[src/rtl/phy_reg_maint_ctrl_pkg.sv]
// Shared types for the physical register file maintenance controller:
// the sequencer states and the default register-file geometry.
package phy_reg_maint_ctrl_pkg;

  localparam int PSCALAR_NUM       = 64;
  localparam int PREG_DATA_WIDTH   = 33;
  localparam int PSCALAR_IDX_WIDTH = $clog2(PSCALAR_NUM);

  typedef logic [PREG_DATA_WIDTH-1:0]   preg_data_path_t;
  typedef logic [PSCALAR_IDX_WIDTH-1:0] pscalar_reg_num_path_t;

  typedef enum logic [1:0] {
    MS_INIT,
    MS_IDLE,
    MS_DUMP,
    MS_DRAIN
  } maint_state_e;

endpackage

[src/rtl/preg_dump_skid_buf.sv]
// Two-entry FIFO holding dumped register entries, tagged with their index,
// with a synchronous flush that discards everything buffered.
module preg_dump_skid_buf #(
  parameter int DATA_WIDTH = 33,
  parameter int IDX_WIDTH  = 6
) (
  input  logic                  clk,
  input  logic                  rstN,
  input  logic                  i_flush,
  input  logic                  i_push,
  input  logic [IDX_WIDTH-1:0]  i_idx,
  input  logic [DATA_WIDTH-1:0] i_data,
  output logic                  o_valid,
  input  logic                  i_ready,
  output logic [IDX_WIDTH-1:0]  o_idx,
  output logic [DATA_WIDTH-1:0] o_data,
  output logic [1:0]            o_count
);

  logic [DATA_WIDTH-1:0] r_data [2];
  logic [IDX_WIDTH-1:0]  r_idx  [2];
  logic                  r_wr_ptr;
  logic                  r_rd_ptr;
  logic [1:0]            r_count;
  logic                  w_pop;

  assign w_pop   = o_valid && i_ready;
  assign o_valid = (r_count != 2'd0);
  assign o_idx   = r_idx[r_rd_ptr];
  assign o_data  = r_data[r_rd_ptr];
  assign o_count = r_count;

  // NOTE: storage has no reset; r_count gates every read of it.
  always_ff @(posedge clk) begin
    if (i_push && !i_flush) begin
      r_data[r_wr_ptr] <= i_data;
      r_idx[r_wr_ptr]  <= i_idx;
    end
  end

  always_ff @(posedge clk or negedge rstN) begin
    if (!rstN) begin
      r_wr_ptr <= 1'b0;
      r_rd_ptr <= 1'b0;
      r_count  <= 2'd0;
    end else if (i_flush) begin
      r_wr_ptr <= 1'b0;
      r_rd_ptr <= 1'b0;
      r_count  <= 2'd0;
    end else begin
      if (i_push) r_wr_ptr <= ~r_wr_ptr;
      if (w_pop)  r_rd_ptr <= ~r_rd_ptr;
      r_count <= r_count + {1'b0, i_push} - {1'b0, w_pop};
    end
  end

endmodule

[src/rtl/phy_reg_maint_ctrl.sv]
// Zero-initialises every physical register through all write ports after
// reset/initStart, then streams full dumps out through a borrowed read port.
module phy_reg_maint_ctrl
  import phy_reg_maint_ctrl_pkg::*;
#(
  parameter int ENTRY_NUM  = PSCALAR_NUM,
  parameter int WRITE_NUM  = 4,
  parameter int DATA_WIDTH = PREG_DATA_WIDTH,
  parameter int IDX_WIDTH  = $clog2(ENTRY_NUM)
) (
  input  logic                            clk,
  input  logic                            rstN,
  input  logic                            initStart,
  output logic                            initBusy,
  output logic                            initDone,
  output logic [WRITE_NUM-1:0]            initWE,
  output logic [WRITE_NUM*IDX_WIDTH-1:0]  initWA,
  output logic [WRITE_NUM*DATA_WIDTH-1:0] initWV,
  input  logic                            dumpReq,
  output logic                            dumpBusy,
  input  logic                            rdGrant,
  output logic                            rdReq,
  output logic [IDX_WIDTH-1:0]            rdAddr,
  input  logic [DATA_WIDTH-1:0]           rdData,
  output logic                            outValid,
  input  logic                            outReady,
  output logic [IDX_WIDTH-1:0]            outIndex,
  output logic [DATA_WIDTH-1:0]           outData
);

  localparam int CNT_W = IDX_WIDTH + 1;
  localparam int SUM_W = IDX_WIDTH + 2;
  localparam logic [DATA_WIDTH-1:0] INIT_VALUE = {1'b1, {(DATA_WIDTH-1){1'b0}}};

  maint_state_e         r_state, w_state_nxt;
  logic [CNT_W-1:0]     r_rst_index;
  logic                 r_init_done;
  logic [IDX_WIDTH-1:0] r_rd_idx;
  logic                 r_inflight;
  logic [1:0]           w_buf_count;
  logic [1:0]           w_occupancy;
  logic                 w_init_last;
  logic                 w_rd_fire;
  logic                 w_drain_done;
  logic                 w_dump_start;

  // Sums are one bit wider than the index so the last partial beat masks
  // its spare ports instead of wrapping onto entry 0.
  assign w_init_last  = ({1'b0, r_rst_index} + SUM_W'(WRITE_NUM)) >= SUM_W'(ENTRY_NUM);
  assign w_occupancy  = w_buf_count + {1'b0, r_inflight};
  assign w_rd_fire    = rdReq && rdGrant;
  assign w_dump_start = (r_state == MS_IDLE) && dumpReq && r_init_done && !initStart;
  assign w_drain_done = (r_state == MS_DRAIN) && !r_inflight &&
                        ((w_buf_count == 2'd0) || ((w_buf_count == 2'd1) && outReady));
  assign initDone     = r_init_done;
  assign rdAddr       = r_rd_idx;

  always_ff @(posedge clk or negedge rstN) begin
    if (!rstN) r_state <= MS_INIT;
    else       r_state <= w_state_nxt;
  end

  always_comb begin
    w_state_nxt = r_state;
    if (initStart) begin
      w_state_nxt = MS_INIT;
    end else begin
      unique case (r_state)
        MS_INIT:  if (w_init_last) w_state_nxt = MS_IDLE;
        MS_IDLE:  if (w_dump_start) w_state_nxt = MS_DUMP;
        MS_DUMP:  if (w_rd_fire && (r_rd_idx == IDX_WIDTH'(ENTRY_NUM - 1))) w_state_nxt = MS_DRAIN;
        MS_DRAIN: if (w_drain_done) w_state_nxt = MS_IDLE;
        default:  w_state_nxt = MS_INIT;
      endcase
    end
  end

  // NOTE: every output gets a default before the loop so no latch is inferred.
  always_comb begin
    initBusy = (r_state == MS_INIT);
    dumpBusy = ((r_state == MS_DUMP) || (r_state == MS_DRAIN)) && !w_drain_done;
    rdReq    = (r_state == MS_DUMP) && !initStart && (w_occupancy < 2'd2);
    initWE   = '0;
    initWA   = '0;
    initWV   = '0;
    for (int i = 0; i < WRITE_NUM; i++) begin
      initWE[i] = initBusy && ((r_rst_index + CNT_W'(i)) < CNT_W'(ENTRY_NUM));
      initWA[i*IDX_WIDTH +: IDX_WIDTH]   = IDX_WIDTH'(r_rst_index + CNT_W'(i));
      initWV[i*DATA_WIDTH +: DATA_WIDTH] = INIT_VALUE;
    end
  end

  always_ff @(posedge clk or negedge rstN) begin
    if (!rstN) begin
      r_rst_index <= '0;
      r_init_done <= 1'b0;
      r_rd_idx    <= '0;
      r_inflight  <= 1'b0;
    end else if (initStart) begin
      r_rst_index <= '0;
      r_init_done <= 1'b0;
      r_inflight  <= 1'b0;
    end else begin
      if (r_state == MS_INIT) begin
        r_rst_index <= r_rst_index + CNT_W'(WRITE_NUM);
        if (w_init_last) r_init_done <= 1'b1;
      end
      r_inflight <= w_rd_fire;
      if (w_dump_start)   r_rd_idx <= '0;
      else if (w_rd_fire) r_rd_idx <= r_rd_idx + IDX_WIDTH'(1);
    end
  end

  // Read data lands one cycle after acceptance; its index is rdAddr minus one
  // because rdAddr advanced on the accepting edge.
  preg_dump_skid_buf #(
    .DATA_WIDTH(DATA_WIDTH),
    .IDX_WIDTH (IDX_WIDTH)
  ) u_skid (
    .clk     (clk),
    .rstN    (rstN),
    .i_flush (initStart),
    .i_push  (r_inflight),
    .i_idx   (r_rd_idx - IDX_WIDTH'(1)),
    .i_data  (rdData),
    .o_valid (outValid),
    .i_ready (outReady),
    .o_idx   (outIndex),
    .o_data  (outData),
    .o_count (w_buf_count)
  );

endmodule

[config.mk]
export PLATFORM = sky130hd
export DESIGN_NAME = phy_reg_maint_ctrl
export DESIGN_NICKNAME = d
export VERILOG_FILES = /design/src/rtl/phy_reg_maint_ctrl_pkg.sv /design/src/rtl/preg_dump_skid_buf.sv /design/src/rtl/phy_reg_maint_ctrl.sv
export SDC_FILE = /design/constraint.sdc
export NUM_CORES = 1
export LEC_CHECK = 0
export ABC_AREA = 1
export ABC_CLOCK_PERIOD_IN_PS = 6850
export CELL_PAD_IN_SITES_DETAIL_PLACEMENT = 1
export CELL_PAD_IN_SITES_GLOBAL_PLACEMENT = 2
export CORE_MARGIN = 3
export CORE_UTILIZATION = 26
export CTS_CLUSTER_SIZE = 25
export DETAILED_ROUTE_END_ITERATION = 12
export PLACE_DENSITY_LB_ADDON = 0.1
export SLEW_MARGIN = 20
export SYNTH_ARGS = -nofsm -noshare
export SYNTH_HDL_FRONTEND = slang
export SYNTH_SLANG_ARGS = --single-unit
[constraint.sdc]
create_clock -name clk -period 6.85 [get_ports clk]
set_clock_uncertainty 0.2 [all_clocks]
set_input_delay 1.0275 -clock clk [delete_from_list [all_inputs] [get_ports clk]]
set_output_delay 1.0275 -clock clk [all_outputs]
set_load 0.01 [all_outputs]
==> flow_summary.ini, run 1 <==
[floorplan]
core_area_mm2 = 0.0197
die_width_um = 148
ioPinCount = 249
floorplan.initialDensity = 0.267
chipHeight_um = 148
placementRows = 51
dieArea_mm2 = 0.0219

[worst_setup_path]
timing.critical_path.max_delay_family = buffers and inverters
arrival_ps = 2640
critical-path-slowest-cell = clkdlybuf4s50_1
required_ps = 5620
worst_path_largest_cell_delay_ps = 660
endpoint_kind = primary output
critPathMaxFanout = 9
crit_path_cell_trace = clkdlybuf4s50_1 > inv_8 > nand2_4 > nor2_4 > clkdlybuf4s50_1
cp-start-kind = input pin
path_class = in -> out
critical_path_buf_inv_count = 3
crit_path_frequent_cell = clkdlybuf4s50_1

[synthesis]
compound_gate_fraction_of_synth_area = 0.0124
synth-seq-area-share = 0.538
synth_top_family_by_area = buffers and inverters
yosys_register_bits = 97
synth_cell_type_count = 27
synth_top_area_frac = 0.447
post-synth-top-area-cell = edfxtp_1
netlist_top_cells_area = edfxtp_1 45%, buf_4 22%, nand2_1 11%, dfrtp_1 9.1%, ha_1 2.6%
yosys.area_share.simple = 0.160
synth-warning-count = 0
synthesis.area_per_instance_um2 = 10.1
syn_inst = 520
synth.mux.area_fraction = 0
synth_xor_xnor_area_share = 0.0100
synth_adder_area_share = 0.0263
synth.cell_area_mm2 = 0.00524

[timing]
tightest_slew_ps = 933
achievable-frequency_ghz = 0.258
final.min_clock_period_ps = 3870
tns_ps = 0
finalSetupViolCount = 0
timing_max_transition_violations_final = 0
post-route-period-util = 0.565
final-hold-violation-count = 0
timing.max_slew.rel_slack = 0.376
unrepaired_setup_endpoints_after_global_routing = no

[clock_network]
clk_lat_worst_skew_ps = 340
cts_hold_buf = 0
clock-root-buffer = clkbuf_16
post_cts_repair_timing_setup_buffer_count = 0
clock_sinks = 97
ctsLongestPathBuffers = 2
cts.clk_slew.worst_paths_ps = 70
cts_max_level = 3
cts-buffers-inserted = 9
tritoncts_clock_tree = built
cts_repair_resize_count = 0

[pwr]
vdd_ir_drop_max_mv = 0.126
cellPowerDensity_mw_per_mm2 = 321
power.static_leakage_nw = 2.74

[routing]
detail_route.vias_per_cell = 3.66
route.detailed.wl_per_inst_um = 13.5
detailedRoute.firstPassIterationCount = 4
vias = 3235
drt-total-wl_um = 11900
drt_first_iter_violations = 106
antenna_left = 0
post-route-drc-count = 0

[finish]
number_of_filler_cells_placed_in_the_layout = 2280
layout_area_growth_over_synthesis_pct = 20.5
antenna_cells = 0
post-route-cell-area_mm2 = 0.00631
num-nets-final = 663
drive_gt1_frac = 0.0502

[global_routing]
maximum_number_of_pins_on_one_net_before_global_route_repair = 41
globalRoute.totalOverflow = 0
first_pass_grt_wire_length_um = 18700
vias_in_the_first_global_route = 3412
grt_antenna_before_repair = 0
track_usage = 0.108

[placement]
gp_congestion = 0.698
port-buffer-count = 108
placed_cell_area_mm2 = 0.00599
hpwl_um = 8590

[flow_run]
max_cap_violations = 0

[min_path]
hold_class = reg -> reg

[run_status]
outcome = complete, no violations
per-stage QoR:
stage           util  total power, mW  std cells  hold slack (ps)  setup WS [ps]
3_3_place_gp   0.305             1.51        867              335           2980
5_1_grt        0.321             2.17        883              432           2830
6_report       0.321             2.03        883              364           2980
2_1_floorplan      -             1.22        658              291           3260
3_5_place_dp   0.305             1.51        867              352           2940
4_1_cts        0.321             2.07        883              372           2930
routing by layer:
| layer | GRT usage | wire, µm | vias up |
|---|---|---|---|
| met4 | 0.0291 | 121 | 0 |
| met5 | 0 | 0 | - |
| li1 | - | - | 1556 |
| met3 | 0.0319 | 786 | 13 |
| met1 | 0.142 | 5370 | 1538 |
| met2 | 0.175 | 5630 | 128 |
cells in the mapped netlist, drive strengths merged:
master	n
a21oi	3
a22o	1
and3	1
buf	157
clkbuf	11
conb	2
dfrtp	19
edfxtp	78
ha	11
inv	24
nand2	152
nand3	17
nand4	6
nor2	17
nor3	4
nor3b	1
o21ai	8
or2	2
xor2	6
layout by cell type, fill, tap and decap left out, types with 5 or more instances in the layout:
cell	instances
dfrtp_1	19
xor2_1	6
nand3_1	17
nand2_1	148
clkbuf_16	9
edfxtp_1	78
o21ai_0	8
conb_1	140
ha_1	11
clkdlybuf4s50_1	108
inv_1	23
nor2_1	14
nand4_1	5
where the power goes:
group	switching [mW]	total [mW]	internal, mW	leakage (nW)
Sequential	0.0569	0.756	0.699	0.947
Clock	0.221	0.544	0.323	0.159
Combinational	0.396	0.726	0.330	1.64
tightest hold or removal path: cells and delay by family (launching register included):
family	cells	cell delay [ps]
AND/OR/NAND/NOR	2	120
flip-flops	1	410
worst paths after layout:
kind	to	slack, ps	startpoint	cells after the start
hold reg to reg	r_state[1]$_DFFE_PN0P_	360	r_state[1]$_DFFE_PN0P_	2
hold / removal	r_state[1]$_DFFE_PN0P_	360	r_state[1]$_DFFE_PN0P_	2
setup / recovery	rdReq	2980	initStart	5
min in group asynchronous	r_rst_index[2]$_DFFE_PN0N_	1010	rstN	1
max in group asynchronous	r_state[0]$_DFFE_PN0P_	4880	rstN	1
setup reg to reg	u_skid.r_data[0][15]$_DFFE_PP_	4810	r_inflight$_DFF_PN0_	3
registers in the layout, summed over array words and instances, names as in the netlist:
name / count
initDone: 1
r_inflight: 1
r_rst_index: 5
r_state: 2
rdAddr: 6
u_skid.o_count: 2
u_skid.r_data: 66
u_skid.r_idx: 12
u_skid.r_rd_ptr: 1
u_skid.r_wr_ptr: 1
cell families (layout without fill, tap and decap cells):
group / count (synthesis) / after routing
other: 2 / 140
DFF: 97 / 97
buffers and inverters: 192 / 152
AOI/OAI and AO/OA: 12 / 12
adders and majority gates: 11 / 11
xor gates and xnor gates: 6 / 6
and+or+nand+nor: 200 / 200
layout make-up:
type / count / area, µm² / area share
multi-input combinational: 369 / 1640 / 0.259
timing repair buffer: 112 / 1110 / 0.176
clock buffer: 10 / 229 / 0.0363
inverter: 24 / 97.6 / 0.0155
clock inverter: 6 / 90.1 / 0.0143
sequential: 97 / 2820 / 0.446
tap: 265 / 332 / 0.0525
No activity file was read; power rests on OpenSTA's default activity.
==> inputs of run 2 (changes only) <==
--- a/config.mk
+++ b/config.mk
@@ -6,11 +6,11 @@
 export NUM_CORES = 1
 export LEC_CHECK = 0
 export ABC_AREA = 1
-export ABC_CLOCK_PERIOD_IN_PS = 6850
+export ABC_CLOCK_PERIOD_IN_PS = 3650
 export CELL_PAD_IN_SITES_DETAIL_PLACEMENT = 1
 export CELL_PAD_IN_SITES_GLOBAL_PLACEMENT = 2
 export CORE_MARGIN = 3
-export CORE_UTILIZATION = 26
+export CORE_UTILIZATION = 24
 export CTS_CLUSTER_SIZE = 25
 export DETAILED_ROUTE_END_ITERATION = 12
 export PLACE_DENSITY_LB_ADDON = 0.1
==> constraint.sdc (replaced) <==
create_clock -name clk -period 3.65 [get_ports clk]
set_clock_uncertainty 0.2 [all_clocks]
set_input_delay 0.5475 -clock clk [delete_from_list [all_inputs] [get_ports clk]]
set_output_delay 0.5475 -clock clk [all_outputs]
set_load 0.01 [all_outputs]
==> flow_summary.ini, run 2 (synthesized netlist as in run 1, its figures left out) <==
[clock_network]
cts-buffers-inserted = 9
ctsLongestPathBuffers = 2
clock_sinks = 97
cts.clk_slew.worst_paths_ps = 60
clk_lat_worst_skew_ps = 350
cts_hold_buf = 0
tritoncts_clock_tree = built
post_cts_repair_timing_setup_buffer_count = 0
cts_max_level = 3
clock-root-buffer = clkbuf_16
cts_repair_resize_count = 0

[worst_setup_path]
cp-start-kind = register
path_class = reg -> out
critPathMaxFanout = 6
critical_path_buf_inv_count = 3
required_ps = 2900
critical-path-slowest-cell = clkdlybuf4s50_1
endpoint_kind = primary output
worst_path_largest_cell_delay_ps = 570
arrival_ps = 2070
timing.critical_path.max_delay_family = buffers and inverters
crit_path_cell_trace = inv_1 > ha_1 > inv_1 > nor2_1 > clkdlybuf4s50_1
crit_path_frequent_cell = inv_1

[floorplan]
placementRows = 53
dieArea_mm2 = 0.0236
ioPinCount = 249
floorplan.initialDensity = 0.247
core_area_mm2 = 0.0212
die_width_um = 154
chipHeight_um = 154

[routing]
m1WireLength_um = 5330
wl_met3_um = 720
detail_route.vias_per_cell = 3.64
post-route-drc-count = 0
antenna_left = 0
detailedRoute.firstPassIterationCount = 4
drt-total-wl_um = 12200
vias = 3262
met2_length_um = 6070
route.detailed.wl_per_inst_um = 13.7
drt_first_iter_violations = 102
dr.max_layer_used = met4

[timing]
achievable-frequency_ghz = 0.355
unrepaired_setup_endpoints_after_global_routing = no
post-route-period-util = 0.773
setup_ws_ps = 830
timing.max_slew.rel_slack = 0.608
final.min_clock_period_ps = 2820
tns_ps = 0
timing_max_transition_violations_final = 0
tightest_slew_ps = 587
final-hold-violation-count = 0
finalSetupViolCount = 0
hold_ws_ps = 365

[global_routing]
track_usage = 0.102
first_pass_grt_wire_length_um = 19100
vias_in_the_first_global_route = 3428
globalRoute.totalOverflow = 0
maximum_number_of_pins_on_one_net_before_global_route_repair = 40
grt_antenna_before_repair = 0

[finish]
highest_count_cells_in_the_layout_ignoring_fill_and_taps = 148 x nand2_1, 140 x conb_1, 107 x clkdlybuf4s50_1, 78 x edfxtp_1, 23 x inv_1
num-nets-final = 665
number_of_flip_flops_under_the_largest_register_name = 66
layout_commonest_cell = nand2_1
antenna_cells = 0
layout_area_growth_over_synthesis_pct = 20.6
drive_gt1_frac = 0.0532
largest-register = u_skid.r_data

[run_status]
outcome = complete, no violations

[pwr]
power.static_leakage_nw = 2.74
vdd_ir_drop_max_mv = 0.209
cellPowerDensity_mw_per_mm2 = 592

[placement]
dp_slack_ps = 971
hpwl_um = 8630
port-buffer-count = 108
gp_congestion = 0.734

[min_path]
hold_class = reg -> reg

[flow_run]
max_cap_violations = 0
-- run 2: cell count changes in the layout (fill, tap and decap cells not counted), sizes merged --
cell,delta
inv,+1
clkdlybuf4s50,-1
bufinv,-1
clkinvlp,+1
clkbuf,-1
buf,+2
dlygate4sd3,+1
-- run 2: through the flow --
step	instances	instance area (µm²)	util	power (mW)
2_1_floorplan	658	5760	-	2.29
3_3_place_gp	878	6010	0.283	2.82
3_5_place_dp	878	6010	0.283	2.83
4_1_cts	894	6310	0.298	3.83
5_1_grt	895	6320	0.298	4.02
6_report	895	6320	0.298	3.74
-- run 2: final cells by class --
class | instances | area, µm²
Fill cell | 2451 | 14900
Timing Repair Buffer | 114 | 1120
Multi-Input combinational cell | 369 | 1640
Tap cell | 275 | 344
Sequential cell | 97 | 2820
Clock inverter | 7 | 75.1
Inverter | 24 | 97.6
Clock buffer | 9 | 225
-- run 2: metal layers --
| layer | up-vias | track usage |
|---|---|---|
| met5 | - | 0 |
| met4 | 0 | 0.0252 |
| met3 | 15 | 0.0310 |
| met2 | 119 | 0.175 |
| met1 | 1567 | 0.126 |
| li1 | 1561 | - |
-- run 2: power by group --
part           total (mW)  switching, mW  internal (mW)
clock network       0.964          0.426          0.538
registers            1.42          0.104           1.31
logic                1.36          0.741          0.621
total                3.74           1.27           2.47
-- run 2: worst register-to-register path, delay by kind of cell (launching register included) --
kind / cells / cell delay, ps
buffers and inverters: 2 / 270
flip-flops: 1 / 430
AND/OR/NAND/NOR: 5 / 720
adder cells (fa/ha/maj): 1 / 280
-- run 2: final timing paths --
check,cells after the start,to,slack [ps],from
max in group asynchronous,2,r_state[0]$_DFFE_PN0P_,2420,rstN
worst min-delay path,2,r_state[1]$_DFFE_PN0P_,370,r_state[1]$_DFFE_PN0P_
min in group asynchronous,2,rdAddr[3]$_DFFE_PN0P_,490,rstN
worst min register to register,2,r_state[1]$_DFFE_PN0P_,370,r_state[1]$_DFFE_PN0P_
worst max-delay path,5,initWE[1],830,r_state[1]$_DFFE_PN0P_
worst max register to register,8,r_state[0]$_DFFE_PN0P_,1700,r_state[1]$_DFFE_PN0P_
